## src/rtl/npc_sim_pkg.sv

```systemverilog
// rtl/npc_sim_pkg.sv - shared types and constants for the npc simulation monitors
package npc_sim_pkg;

    typedef enum logic [1:0] {
        ST_RUN    = 2'd0,
        ST_DRAIN  = 2'd1,
        ST_HALTED = 2'd2
    } state_e;

    typedef enum logic [1:0] {
        RSN_NONE   = 2'd0,
        RSN_EBREAK = 2'd1,
        RSN_WDT    = 2'd2,
        RSN_ZERO   = 2'd3
    } reason_e;

    localparam logic [31:0] EBREAK_ENC    = 32'h0010_0073;
    localparam logic [63:0] EXIT_ALL_ONES = '1;

endpackage

```

## src/rtl/npc_sat_counter.sv

```systemverilog
// rtl/npc_sat_counter.sv - up counter with enable, synchronous clear and optional saturation
module npc_sat_counter #(
    parameter int W        = 8,
    parameter bit SATURATE = 1'b1
) (
    input  logic         clk,
    input  logic         rst_n,
    input  logic         en,
    input  logic         clr,
    output logic [W-1:0] cnt
);

    logic [W-1:0] cnt_q;
    logic [W-1:0] cnt_d;

    always_comb begin
        cnt_d = cnt_q;
        if (clr) begin
            cnt_d = '0;
        end else if (en && !(SATURATE && (&cnt_q))) begin
            cnt_d = cnt_q + W'(1);
        end
    end

    always_ff @(posedge clk or negedge rst_n) begin
        if (!rst_n) begin
            cnt_q <= '0;
        end else begin
            cnt_q <= cnt_d;
        end
    end

    assign cnt = cnt_q;

endmodule

```

## src/rtl/npc_trap_monitor.sv

```systemverilog
// rtl/npc_trap_monitor.sv - detects ebreak / zero instruction / stalled core and latches a halt record
module npc_trap_monitor
    import npc_sim_pkg::*;
#(
    parameter int          XLEN         = 32,
    parameter int          CNT_W        = 64,
    parameter logic [31:0] EBREAK_INST  = EBREAK_ENC,
    parameter int          DRAIN_CYCLES = 2,
    parameter int          WDT_LIMIT    = 1000000
) (
    input  logic             clk,
    input  logic             rst,
    input  logic             inst_valid,
    input  logic [31:0]      inst,
    input  logic [XLEN-1:0]  pc,
    input  logic [XLEN-1:0]  a0,
    output logic             halt,
    output logic             halt_pulse,
    output logic [1:0]       halt_reason,
    output logic [XLEN-1:0]  halt_code,
    output logic [XLEN-1:0]  trap_pc,
    output logic [CNT_W-1:0] cycle_cnt,
    output logic [CNT_W-1:0] inst_cnt
);

    localparam int DRAIN_W      = (DRAIN_CYCLES > 1) ? $clog2(DRAIN_CYCLES) : 1;
    localparam int DRAIN_LAST_I = (DRAIN_CYCLES > 0) ? DRAIN_CYCLES - 1 : 0;
    localparam logic [DRAIN_W-1:0] DRAIN_LAST = DRAIN_LAST_I[DRAIN_W-1:0];
    localparam int WDT_W        = (WDT_LIMIT > 1) ? $clog2(WDT_LIMIT) : 1;
    localparam int WDT_LAST_I   = (WDT_LIMIT > 0) ? WDT_LIMIT - 1 : 0;
    localparam logic [WDT_W-1:0] WDT_LAST = WDT_LAST_I[WDT_W-1:0];
    localparam logic [XLEN-1:0] CODE_ONES = EXIT_ALL_ONES[XLEN-1:0];

    state_e             state_q, state_d;
    reason_e            reason_q, reason_d;
    logic [DRAIN_W-1:0] drain_q, drain_d;
    logic               halt_q, halt_d;
    logic               pulse_q, pulse_d;
    logic [XLEN-1:0]    code_q, code_d;
    logic [XLEN-1:0]    trap_pc_q, trap_pc_d;
    logic [XLEN-1:0]    last_pc_q, last_pc_d;
    logic [WDT_W-1:0]   wdt_cnt;
    logic               running, is_ebreak, is_zero, wdt_fire;

    assign running   = (state_q != ST_HALTED);
    assign is_ebreak = inst_valid && (inst == EBREAK_INST);
    assign is_zero   = inst_valid && (inst == 32'd0);
    assign wdt_fire  = (WDT_LIMIT != 0) && !inst_valid && (wdt_cnt == WDT_LAST);

    npc_sat_counter #(.W(CNT_W)) u_cycle_cnt (
        .clk(clk), .rst_n(rst), .en(running), .clr(1'b0), .cnt(cycle_cnt)
    );

    npc_sat_counter #(.W(CNT_W)) u_inst_cnt (
        .clk(clk), .rst_n(rst), .en(running && inst_valid), .clr(1'b0), .cnt(inst_cnt)
    );

    // Any retirement restarts the stall window; a zero limit pins it at 0.
    npc_sat_counter #(.W(WDT_W)) u_wdt_cnt (
        .clk  (clk),
        .rst_n(rst),
        .en   ((state_q == ST_RUN) && !inst_valid && (WDT_LIMIT != 0)),
        .clr  (inst_valid || (WDT_LIMIT == 0)),
        .cnt  (wdt_cnt)
    );

    always_comb begin
        state_d   = state_q;
        reason_d  = reason_q;
        drain_d   = drain_q;
        halt_d    = halt_q;
        pulse_d   = 1'b0;
        code_d    = code_q;
        trap_pc_d = trap_pc_q;
        last_pc_d = (inst_valid && running) ? pc : last_pc_q;
        case (state_q)
            ST_RUN: begin
                if (is_ebreak) begin
                    trap_pc_d = pc;
                    reason_d  = RSN_EBREAK;
                    if (DRAIN_CYCLES == 0) begin
                        code_d  = a0;
                        state_d = ST_HALTED;
                        halt_d  = 1'b1;
                        pulse_d = 1'b1;
                    end else begin
                        drain_d = DRAIN_LAST;
                        state_d = ST_DRAIN;
                    end
                end else if (is_zero || wdt_fire) begin
                    reason_d  = is_zero ? RSN_ZERO : RSN_WDT;
                    trap_pc_d = is_zero ? pc : last_pc_q;
                    code_d    = CODE_ONES;
                    state_d   = ST_HALTED;
                    halt_d    = 1'b1;
                    pulse_d   = 1'b1;
                end
            end
            ST_DRAIN: begin
                if (drain_q == '0) begin
                    code_d  = a0;
                    state_d = ST_HALTED;
                    halt_d  = 1'b1;
                    pulse_d = 1'b1;
                end else begin
                    drain_d = drain_q - DRAIN_W'(1);
                end
            end
            ST_HALTED: ;
            default: state_d = ST_RUN;
        endcase
    end

    always_ff @(posedge clk or negedge rst) begin
        if (!rst) begin
            state_q   <= ST_RUN;
            reason_q  <= RSN_NONE;
            drain_q   <= '0;
            halt_q    <= 1'b0;
            pulse_q   <= 1'b0;
            code_q    <= '0;
            trap_pc_q <= '0;
            last_pc_q <= '0;
        end else begin
            state_q   <= state_d;
            reason_q  <= reason_d;
            drain_q   <= drain_d;
            halt_q    <= halt_d;
            pulse_q   <= pulse_d;
            code_q    <= code_d;
            trap_pc_q <= trap_pc_d;
            last_pc_q <= last_pc_d;
        end
    end

    assign halt        = halt_q;
    assign halt_pulse  = pulse_q;
    assign halt_reason = reason_q;
    assign halt_code   = code_q;
    assign trap_pc     = trap_pc_q;

endmodule

```

## config.mk

```make
export PLATFORM = sky130hd
export DESIGN_NAME = npc_trap_monitor
export DESIGN_NICKNAME = d
export VERILOG_FILES = /design/src/rtl/npc_sim_pkg.sv /design/src/rtl/npc_sat_counter.sv /design/src/rtl/npc_trap_monitor.sv
export SDC_FILE = /design/constraint.sdc
export NUM_CORES = 1
export LEC_CHECK = 0
export BUFFER_PORTS_ARGS = -buffer_cell sky130_fd_sc_hd__clkbuf_2
export CAP_MARGIN = 10
export CORE_ASPECT_RATIO = 1.4
export CORE_MARGIN = 3
export CORE_UTILIZATION = 55
export DETAILED_ROUTE_END_ITERATION = 10
export PLACE_DENSITY_LB_ADDON = 0.05
export SYNTH_ARGS = -nofsm -noshare
export SYNTH_HDL_FRONTEND = slang
export SYNTH_SLANG_ARGS = --single-unit
```

## constraint.sdc

```tcl
create_clock -name clk -period 6.9 [get_ports clk]
set_clock_uncertainty 0.05 [all_clocks]
set_input_delay 1.38 -clock clk [delete_from_list [all_inputs] [get_ports clk]]
set_output_delay 1.38 -clock clk [all_outputs]
set_load 0.01 [all_outputs]
```

=== Yosys cells after proc, flatten, opt, wreduce, memory -nomap -nowiden ===
Cells that the tools add are included.

* Output and inout bits: 196
* Word-level logic and storage cells: 78
* Register bits: 251

* Mux-type cells: 27
* Equality and inequality tests: 10
* Reductions and logical operators: 25
* Bitwise gates (word level): 1
* Add/sub/neg operators: 4

{| class="wikitable"
|+ Operators by type and width
! kind !! count
|-
| 32-bit two-way mux || 6
|-
| 64-bit by 1-bit adder with 64-bit output, second input constant || 2
|-
| 64-bit AND reduction || 2
|-
| 32-bit one-hot mux with 2 select lines || 1
|-
| 20-bit two-way mux || 2
|-
| 32-bit by 21-bit equality test with 1-bit output, second input constant || 1
|-
| 32-bit zero test || 1
|-
| 20-bit by 1-bit adder with 20-bit output, second input constant || 1
|-
| 20-bit equality test, second input constant || 1
|-
| 20-bit AND reduction || 1
|-
| 2-bit two-way mux || 5
|-
| 1-bit two-way mux || 9
|-
| 1-bit logical AND || 8
|-
| 2-bit != test, second input constant || 4
|-
| 1-bit one-hot mux with 2 select lines || 3
|-
| 2-bit one-hot mux with 3 select lines || 1
|-
| 2-bit nonzero test || 3
|-
| 1-bit zero test || 4
|-
| 2-bit AND reduction || 2
|-
| 4-bit AND reduction || 1
|-
| 3-bit by 2-bit != test with 1-bit output, second input constant || 1
|-
| 3-bit AND reduction || 1
|-
| 2-bit by 1-bit equality test with 1-bit output, second input constant || 1
|-
| 2-bit equality test, second input constant || 1
|-
| 5 further kinds || 5
|}

=== Longest topological paths before layout ===
Gate-level depths: netlist of the first run.

* Word-level depth: 6
* Gate-level depth with buffers: 9
* Gate-level depth less buffers: 7

=== Cells and area by module ===
Synthesis of the first run repeated with hierarchy kept, for this count alone.

* Cell total of the unflattened synthesis: 1259
* Area total of the unflattened synthesis: 12978.7 um^2

{| class="wikitable"
|+ By module, submodules not included
! module !! area each (um^2) !! instances !! cells each !! seq. area each (um^2)
|-
| npc_sat_counter (u_cycle_cnt ...) || 3778.6 || 2 || 420 || 1601.5
|-
| npc_trap_monitor || 4291.6 || 1 || 306 || 2577.5
|-
| npc_sat_counter (u_wdt_cnt) || 1129.8 || 1 || 113 || 500.5
|}

=== Worst setup path after synthesis of the first run ===
Ideal clock, no wire load.

* Path kind: input to register
* Start: input port inst[12]
* End: register trap_pc_q[10], in the netlist trap_pc[10]
* Library setup time: 0.133 ns
* Stages on the path: 7
* Arrival: 2.715 ns
* Slack: 4.002 ns
* Path buffers: 1
* Data required time: 6.717 ns
* Cell sequence: nor4b_1 -> nand4_1 -> a211oi_1 -> nand2_1 -> clkbuf_1 -> o22ai_1 -> a21oi_1

* Cells in the longest elaborated chain, start to end: 5
* Elaborated cells on any way between the ends: 10

{| class="wikitable"
|+ Ends and longest elaborated chain
! what !! RTL line !! RTL
|-
| start, declared || npc_trap_monitor.sv:14 || <nowiki>input logic [31:0] inst,</nowiki>
|-
| 32-bit zero test || npc_trap_monitor.sv:47 || <nowiki>assign is_zero = inst_valid && (inst == 32'd0);</nowiki>
|-
| 1-bit logical AND || npc_trap_monitor.sv:47 ||
|-
| 32-bit two-way mux / 1-bit logical OR (equally long branches) || npc_trap_monitor.sv:92, npc_trap_monitor.sv:90 ||
|-
| 32-bit two-way mux / 2-bit nonzero test (equally long branches) || n/a ||
|-
| 32-bit two-way mux / 2-bit AND reduction (equally long branches) || n/a ||
|-
| end signal, assigned || npc_trap_monitor.sv:131 || <nowiki>trap_pc_q <= trap_pc_d;</nowiki>
|-
| end, declared || npc_trap_monitor.sv:40 || <nowiki>logic [XLEN-1:0] trap_pc_q, trap_pc_d;</nowiki>
|}

Parallel ways exist; a longest one is shown, timed or not. The select of a mux whose other input is x is not followed.
A chain may end at the register's enable or synchronous reset.

=== Worst setup path after layout of the first run ===
* Start: input port inst_valid
* End: register trap_pc_q[25], in the netlist trap_pc[25]

* Cells in the longest elaborated chain, start to end: 5
* Elaborated cells on any way between the ends: 10

{| class="wikitable"
|+ Ends and longest elaborated chain
! what !! RTL line !! RTL
|-
| start, declared || npc_trap_monitor.sv:13 || <nowiki>input logic inst_valid,</nowiki>
|-
| 1-bit zero test || npc_trap_monitor.sv:48 || <nowiki>assign wdt_fire = (WDT_LIMIT != 0) && !inst_valid && (wdt_cnt == WDT_LAST);</nowiki>
|-
| 1-bit logical AND || npc_trap_monitor.sv:48 ||
|-
| 1-bit logical OR || npc_trap_monitor.sv:90 || <nowiki>end else if (is_zero || wdt_fire) begin</nowiki>
|-
| 2-bit nonzero test (no source line) || n/a ||
|-
| 2-bit AND reduction (no source line) || n/a ||
|}

Parallel ways exist; a longest one is shown, timed or not. The select of a mux whose other input is x is not followed.

==> summary.md, run 1 <==
| Metric | Value |
|---|---|
| Max Root-Sink Buffers | `3` |
| Peak supply drop | `approximately 150 uV` |
| Setup TNS | `0 ps` |
| Post-CTS Setup Repair Bufs | `0` |
| Final instance area | `14100 um2` |
| Antenna-violating nets left | `0` |
| Clk slew on worst S/H paths | `around 60 ps` |
| Vias in the first global route | `9495` |
| Clock latency at the later pin of the worst-skew pair | `510 ps` |
| DR WL/cell | `17.0 um` |
| Worst-Margin Slew | `about 1200 ps` |
| Final setup viols | `0` |
| GP Congestion | `0.865` |
| Critical path's top delay family | `simple AND/OR/NAND/NOR gates` |
| Min Tclk post-route | `3680 ps` |
| Syn_nets | `around 1200` |
| Buf/Inv on CP | `1` |
| Total Wirelength | `28.8 mm` |
| CTS Hold Bufs | `0` |
| Commonest non-fill, non-tap cell in the layout | `clkbuf_2` |
| Share of flip-flops with an asynchronous set or reset | `1.00` |
| Hold WC Path Type | `flip-flop to flip-flop` |
| Count of final hold-check violations | `0` |
| Port bufs | `294` |
| Avg Inst Size Synth | `10.2 um2` |
| Post-CTS sizing | `0` |
| Diodes inserted | `0` |
| Outcome | `complete, no violations` |
| Area after DPL | `13300 um2` |
| Drt first pass iters | `4` |
| Worst setup EP type | `flip-flop` |
| Post-synthesis cell area | `11600 um2` |
| H-Tree Depth | `1` |
| Clock sinks | `251` |
| Crit path capture | `trap_pc[25]` |
| Final Cycle Share | `0.534` |
| Gate Count Post-Synth | `1135` |
| Vias per cell | `between 5 and 6` |
| CP startpoint kind | `input pin` |
| 1st-iter DRT viols | `500` |
| CP arrival | `4010 ps` |
| Yosys reg bits | `251` |
| Hold_ws | `418 ps` |
| CTS Root Cell | `clkbuf_16` |
| Core Rows | `62` |
| EDFF count, synth | `0` |
| P&R area growth vs syn | `21.9%` |
| RSZ-0062 raised after global routing | `no` |
| All-Layer GR Usage | `0.250` |
| Sequential area share after synthesis | `0.541` |
| P_leak | `6.89 nW` |
| Max incr delay on CP | `840 ps` |
| Worst reg2reg setup slack | `3950 ps` |
| Most used DFF post-synth | `dfrtp_1` |
| Die Span Y | `178 um` |
| Power Total | `slightly above 3 mW` |
| Reg2reg path depth | `6` |
| Crit-path max FO | `32` |
| Dpl hpwl | `20.5 mm` |
| PwrDens | `217 nW/um2` |
| Worst slew margin | `0.203` |
| Crit-path cells | `clkbuf_2, nor4_1, nand4_1, nor3_1, nand2_1, o22ai_1, a21oi_1` |
| Fmax | `~0.27 GHz` |
| CP max stage cell | `nand2_1` |
| Share of cells above drive strength 1 | `0.281` |
| Critical path required time | `7230 ps` |
| Yosys cell types | `59` |
| Initial antenna violation count | `0` |
| Commonest non-fill, non-tap cells in the layout | `clkbuf_2 (293), dfrtp_1 (251), nand2_1 (139), nand3_1 (94), xor2_1 (74)` |
| Starting density of the core | `0.563` |
| Pin count of the biggest net entering global routing | `156` |
| Max Slew Vio Count | `0` |
| Nets@finish | `1528` |
| Final Core Density | `0.686` |
| CTS tree | `done` |
| Number of synthesis warnings | `0` |
| Reg2reg end | `trap_pc[25]` |
| Vias | `approximately 9500` |
| Worst r2r src | `u_wdt_cnt.cnt[15]` |
| I/O pin total | `295` |
| Worst setup path startpoint | `inst_valid` |
| Total congestion overflow | `0` |
| WS Path Type | `input pin to flip-flop` |
| First-pass GRT wire length | `between 40 and 50 mm` |
| Total CTS buffers | `25` |
| Remaining DRCs | `0` |
| Core area | `20600 um2` |
| Die area | `between 20000 and 25000 um2` |
| Die Wd | `between 100 and 150 um` |
| Crit path depth | `7` |
| Number of max-cap violations | `0` |
## metrics by stage
step	instances	setup slack [ps]
2_1_floorplan	1135	4000
3_3_place_gp	1654	2760
3_5_place_dp	1654	2660
4_1_cts	1695	3220
5_1_grt	1696	2880
6_report	1696	3220
## flip-flops by register name, summed over array words and instances, names as in the netlist
register         count
drain_q              1
halt                 1
halt_code           32
halt_pulse           1
halt_reason          2
last_pc_q           32
state_q              2
trap_pc             32
u_cycle_cnt.cnt     64
u_inst_cnt.cnt      64
u_wdt_cnt.cnt       20
## cells by family after synthesis
logic type | share of synthesized area
multiplexers | 0.0351
AO/OA/AOI/OAI | 0.0487
buffers and inverters | 0.0337
flip-flops | 0.541
XOR/XNOR | 0.106
AND/OR/NAND/NOR | 0.232
adder cells (fa/ha/maj) | 0.00323
## where the power goes
part	switching, mW	internal, mW	total, mW
Clock	0.540	0.808	1.35
Sequential	0.0390	1.51	1.55
Combinational	0.0955	0.0743	0.170
## Yosys cell counts, types with 6 or more instances
cell | n | area share
nor4b_1 | 7 | 0.0053
nand2_1 | 139 | 0.045
or4_1 | 9 | 0.0058
dfrtp_1 | 251 | 0.54
clkbuf_1 | 29 | 0.0094
xor2_1 | 74 | 0.056
and4_1 | 12 | 0.0091
nand2b_1 | 8 | 0.0043
or2_2 | 6 | 0.0032
nand3_1 | 94 | 0.041
and3_1 | 14 | 0.0075
inv_1 | 59 | 0.019
o22ai_1 | 32 | 0.017
nor2_1 | 69 | 0.022
xnor2_1 | 66 | 0.050
mux2_2 | 34 | 0.033
nor4_1 | 29 | 0.016
nand4_1 | 42 | 0.023
nor3_1 | 44 | 0.019
a21oi_1 | 35 | 0.015
and2_1 | 9 | 0.0048
## how the worst min path moves through the flow
| stage | from | end | slack, ps | cells after the start |
|---|---|---|---|---|
| floorplan | drain_q | drain_q | 420 | 1 |
| global placement | halt | halt | 410 | 1 |
| detailed placement | halt | halt | 410 | 1 |
| CTS | halt | halt | 430 | 1 |
| global route | halt | halt | 450 | 1 |
| finish | halt | halt | 420 | 1 |
## layer usage
| layer | part of all wire | track usage | wire [um] |
|---|---|---|---|
| met1 | 0.40 | 0.320 | 11600 |
| met5 | 0 | 0 | 0 |
| met3 | 0.068 | 0.0500 | 1960 |
| met2 | 0.51 | 0.429 | 14700 |
| met4 | 0.022 | 0.0709 | 638 |
## final cells by class
cell class	instances	area, um2
clock buffer	36	737
clock inverter	5	75.1
sequential	251	6280
timing repair buffer	303	1570
multi-input combinational	786	4950
inverter	59	221
tap	256	320
fill	1680	6480
No activity file was read; power rests on OpenSTA's default activity.
==> run 2, diff against run 1 <==
--- a/config.mk
+++ b/config.mk
@@ -9,7 +9,7 @@
 export CAP_MARGIN = 10
 export CORE_ASPECT_RATIO = 1.4
 export CORE_MARGIN = 3
-export CORE_UTILIZATION = 55
+export CORE_UTILIZATION = 48
 export DETAILED_ROUTE_END_ITERATION = 10
 export PLACE_DENSITY_LB_ADDON = 0.05
 export SYNTH_ARGS = -nofsm -noshare
==> constraint.sdc (replaced) <==
create_clock -name clk -period 3.33 [get_ports clk]
set_clock_uncertainty 0.05 [all_clocks]
set_input_delay 0.666 -clock clk [delete_from_list [all_inputs] [get_ports clk]]
set_output_delay 0.666 -clock clk [all_outputs]
set_load 0.01 [all_outputs]
==> summary.md, run 2 (same netlist as run 1, synthesis figures left out) <==
| Metric | Value |
|---|---|
| Hold WC Path Type | `input pin to async pin` |
| Vias | `9490 (-0.24%)` |
| 1st-iter DRT viols | `403 (-19%)` |
| Total Wirelength | `29.3 mm (+1.7%)` |
| Worst r2r src | `u_cycle_cnt.cnt[18]` |
| Post-CTS Setup Repair Bufs | `0 (unchanged)` |
| DR WL/cell | `16.6 um (-2.1%)` |
| Drt first pass iters | `4 (unchanged)` |
| Dpl hpwl | `21.6 mm (+5.1%)` |
| Post-CTS sizing | `0 (unchanged)` |
| Antenna-violating nets left | `0 (unchanged)` |
| Count of final hold-check violations | `0 (unchanged)` |
| Commonest non-fill, non-tap cell in the layout | `clkbuf_2` |
| I/O pin total | `295 (unchanged)` |
| CP arrival | `3080 ps (-930 ps)` |
| Nets@finish | `1540 (+0.79%)` |
| Peak supply drop | `335 uV (+120%)` |
| Fmax | `~0.37 GHz` |
| WS Path Type | `flip-flop to flip-flop` |
| Clock latency at the later pin of the worst-skew pair | `520 ps (about the same)` |
| Min Tclk post-route | `2690 ps` |
| PwrDens | `446 nW/um2 (+110%)` |
| Outcome | `complete, no violations` |
| Diodes inserted | `0 (unchanged)` |
| Worst slew margin | `0.270 (+0.0671)` |
| Max Root-Sink Buffers | `3 (unchanged)` |
| First-pass GRT wire length | `47.3 mm (+0.56%)` |
| Die area | `26100 um2 (+14%)` |
| Clk slew on worst S/H paths | `60 ps (about the same)` |
| CTS Root Cell | `clkbuf_16` |
| Multi-input gate area | `4950 um2 (unchanged)` |
| Total congestion overflow | `0 (unchanged)` |
| All-Layer GR Usage | `0.220 (-0.0298)` |
| Total area of sequential cells | `6280 um2 (unchanged)` |
| Final Cycle Share | `0.807` |
| Pin count of the biggest net entering global routing | `85 (-46%)` |
| Core Rows | `66 (+6.5%)` |
| Final setup viols | `0 (unchanged)` |
| Total CTS buffers | `25 (unchanged)` |
| Reg2reg end | `u_cycle_cnt.cnt[57]` |
| Die Wd | `137 um (+6.7%)` |
| Worst reg2reg setup slack | `640 ps (-3310 ps)` |
| Fillers | `2079 (+24%)` |
| Port bufs | `294 (unchanged)` |
| Die Span Y | `190 um (+6.8%)` |
| Max Slew Vio Count | `0 (unchanged)` |
| Core area | `23500 um2 (+14%)` |
| Worst setup path startpoint | `u_cycle_cnt.cnt[18]` |
| RSZ-0062 raised after global routing | `no` |
| P_leak | `6.96 nW (+1.0%)` |
| Vias per cell | `5.39 (-4.0%)` |
| Clock sinks | `251 (unchanged)` |
| Number of max-cap violations | `0 (unchanged)` |
| Starting density of the core | `0.493 (-0.0693)` |
| Worst setup EP type | `flip-flop` |
| Reg2reg path depth | `6 (unchanged)` |
| H-Tree Depth | `1 (unchanged)` |
| Crit-path max FO | `8 (-75%)` |
| Initial antenna violation count | `0 (unchanged)` |
| Final Core Density | `0.609 (-0.0767)` |
| Critical path required time | `3720 ps (-3510 ps)` |
| Setup TNS | `0 ps (unchanged)` |
| P&R area growth vs syn | `23.5%` |
| GP Congestion | `0.832 (-3.8%)` |
| Vias in the first global route | `9426 (-0.73%)` |
| Share of cells above drive strength 1 | `0.289 (+0.00790)` |
| CTS tree | `done` |
| Worst-Margin Slew | `1100 ps (-97.9 ps)` |
| CTS Hold Bufs | `0 (unchanged)` |
| CP startpoint kind | `flip-flop` |
| Remaining DRCs | `0 (unchanged)` |
| Commonest non-fill, non-tap cells in the layout | `clkbuf_2 (293), dfrtp_1 (251), nand2_1 (139), nand3_1 (94), xor2_1 (74)` |
[run 2: per-layer routing]
layer	vias to the layer above	global-route usage	part of all wire
li1	4563	-	-
met1	4626	0.277	0.41
met2	261	0.382	0.50
met3	40	0.0497	0.071
met4	0	0.0526	0.020
met5	-	0	0
[run 2: worst max-delay path by stage]
stage	to	cells after the start
global placement	trap_pc[17]	7
floorplan	u_inst_cnt.cnt[60]	8
detailed placement	trap_pc[20]	7
finish	u_cycle_cnt.cnt[57]	6
CTS	u_inst_cnt.cnt[42]	7
global route	u_cycle_cnt.cnt[54]	7
[run 2: cell type report]
| type | count | share of cell area |
|---|---|---|
| Clock buffer | 37 | 0.0524 |
| Clock inverter | 8 | 0.00524 |
| Inverter | 59 | 0.0155 |
| Multi-Input combinational cell | 786 | 0.345 |
| Sequential cell | 251 | 0.438 |
| Tap cell | 306 | 0.0267 |
| Timing Repair Buffer | 315 | 0.117 |
[run 2: report_power, final]
| part | switching, mW | internal (mW) |
|---|---|---|
| Clock | 1.17 | 1.64 |
| Sequential | 0.0838 | 3.13 |
| Combinational | 0.205 | 0.163 |
[run 2: critical path, stage by stage (launching register included)]
cell,delay [ps]
dfrtp_1,480
nand4_1,180
nor4_1,670
nand4_1,270
nor2_1,510
and4bb_1,290
xor2_1,140
[run 2: stage by stage]
stage               hold WS [ps]  cells  area, um2  power [mW]  setup WS, ps
floorplan                    320   1135      11600        3.40          1000
global placement             403   1717      13500        3.63           509
detailed placement           412   1717      13500        3.64           425
CTS                          115   1762      14300        6.47           649
global route                 129   1762      14300        6.64           396
finish                      85.4   1762      14300        6.40           642
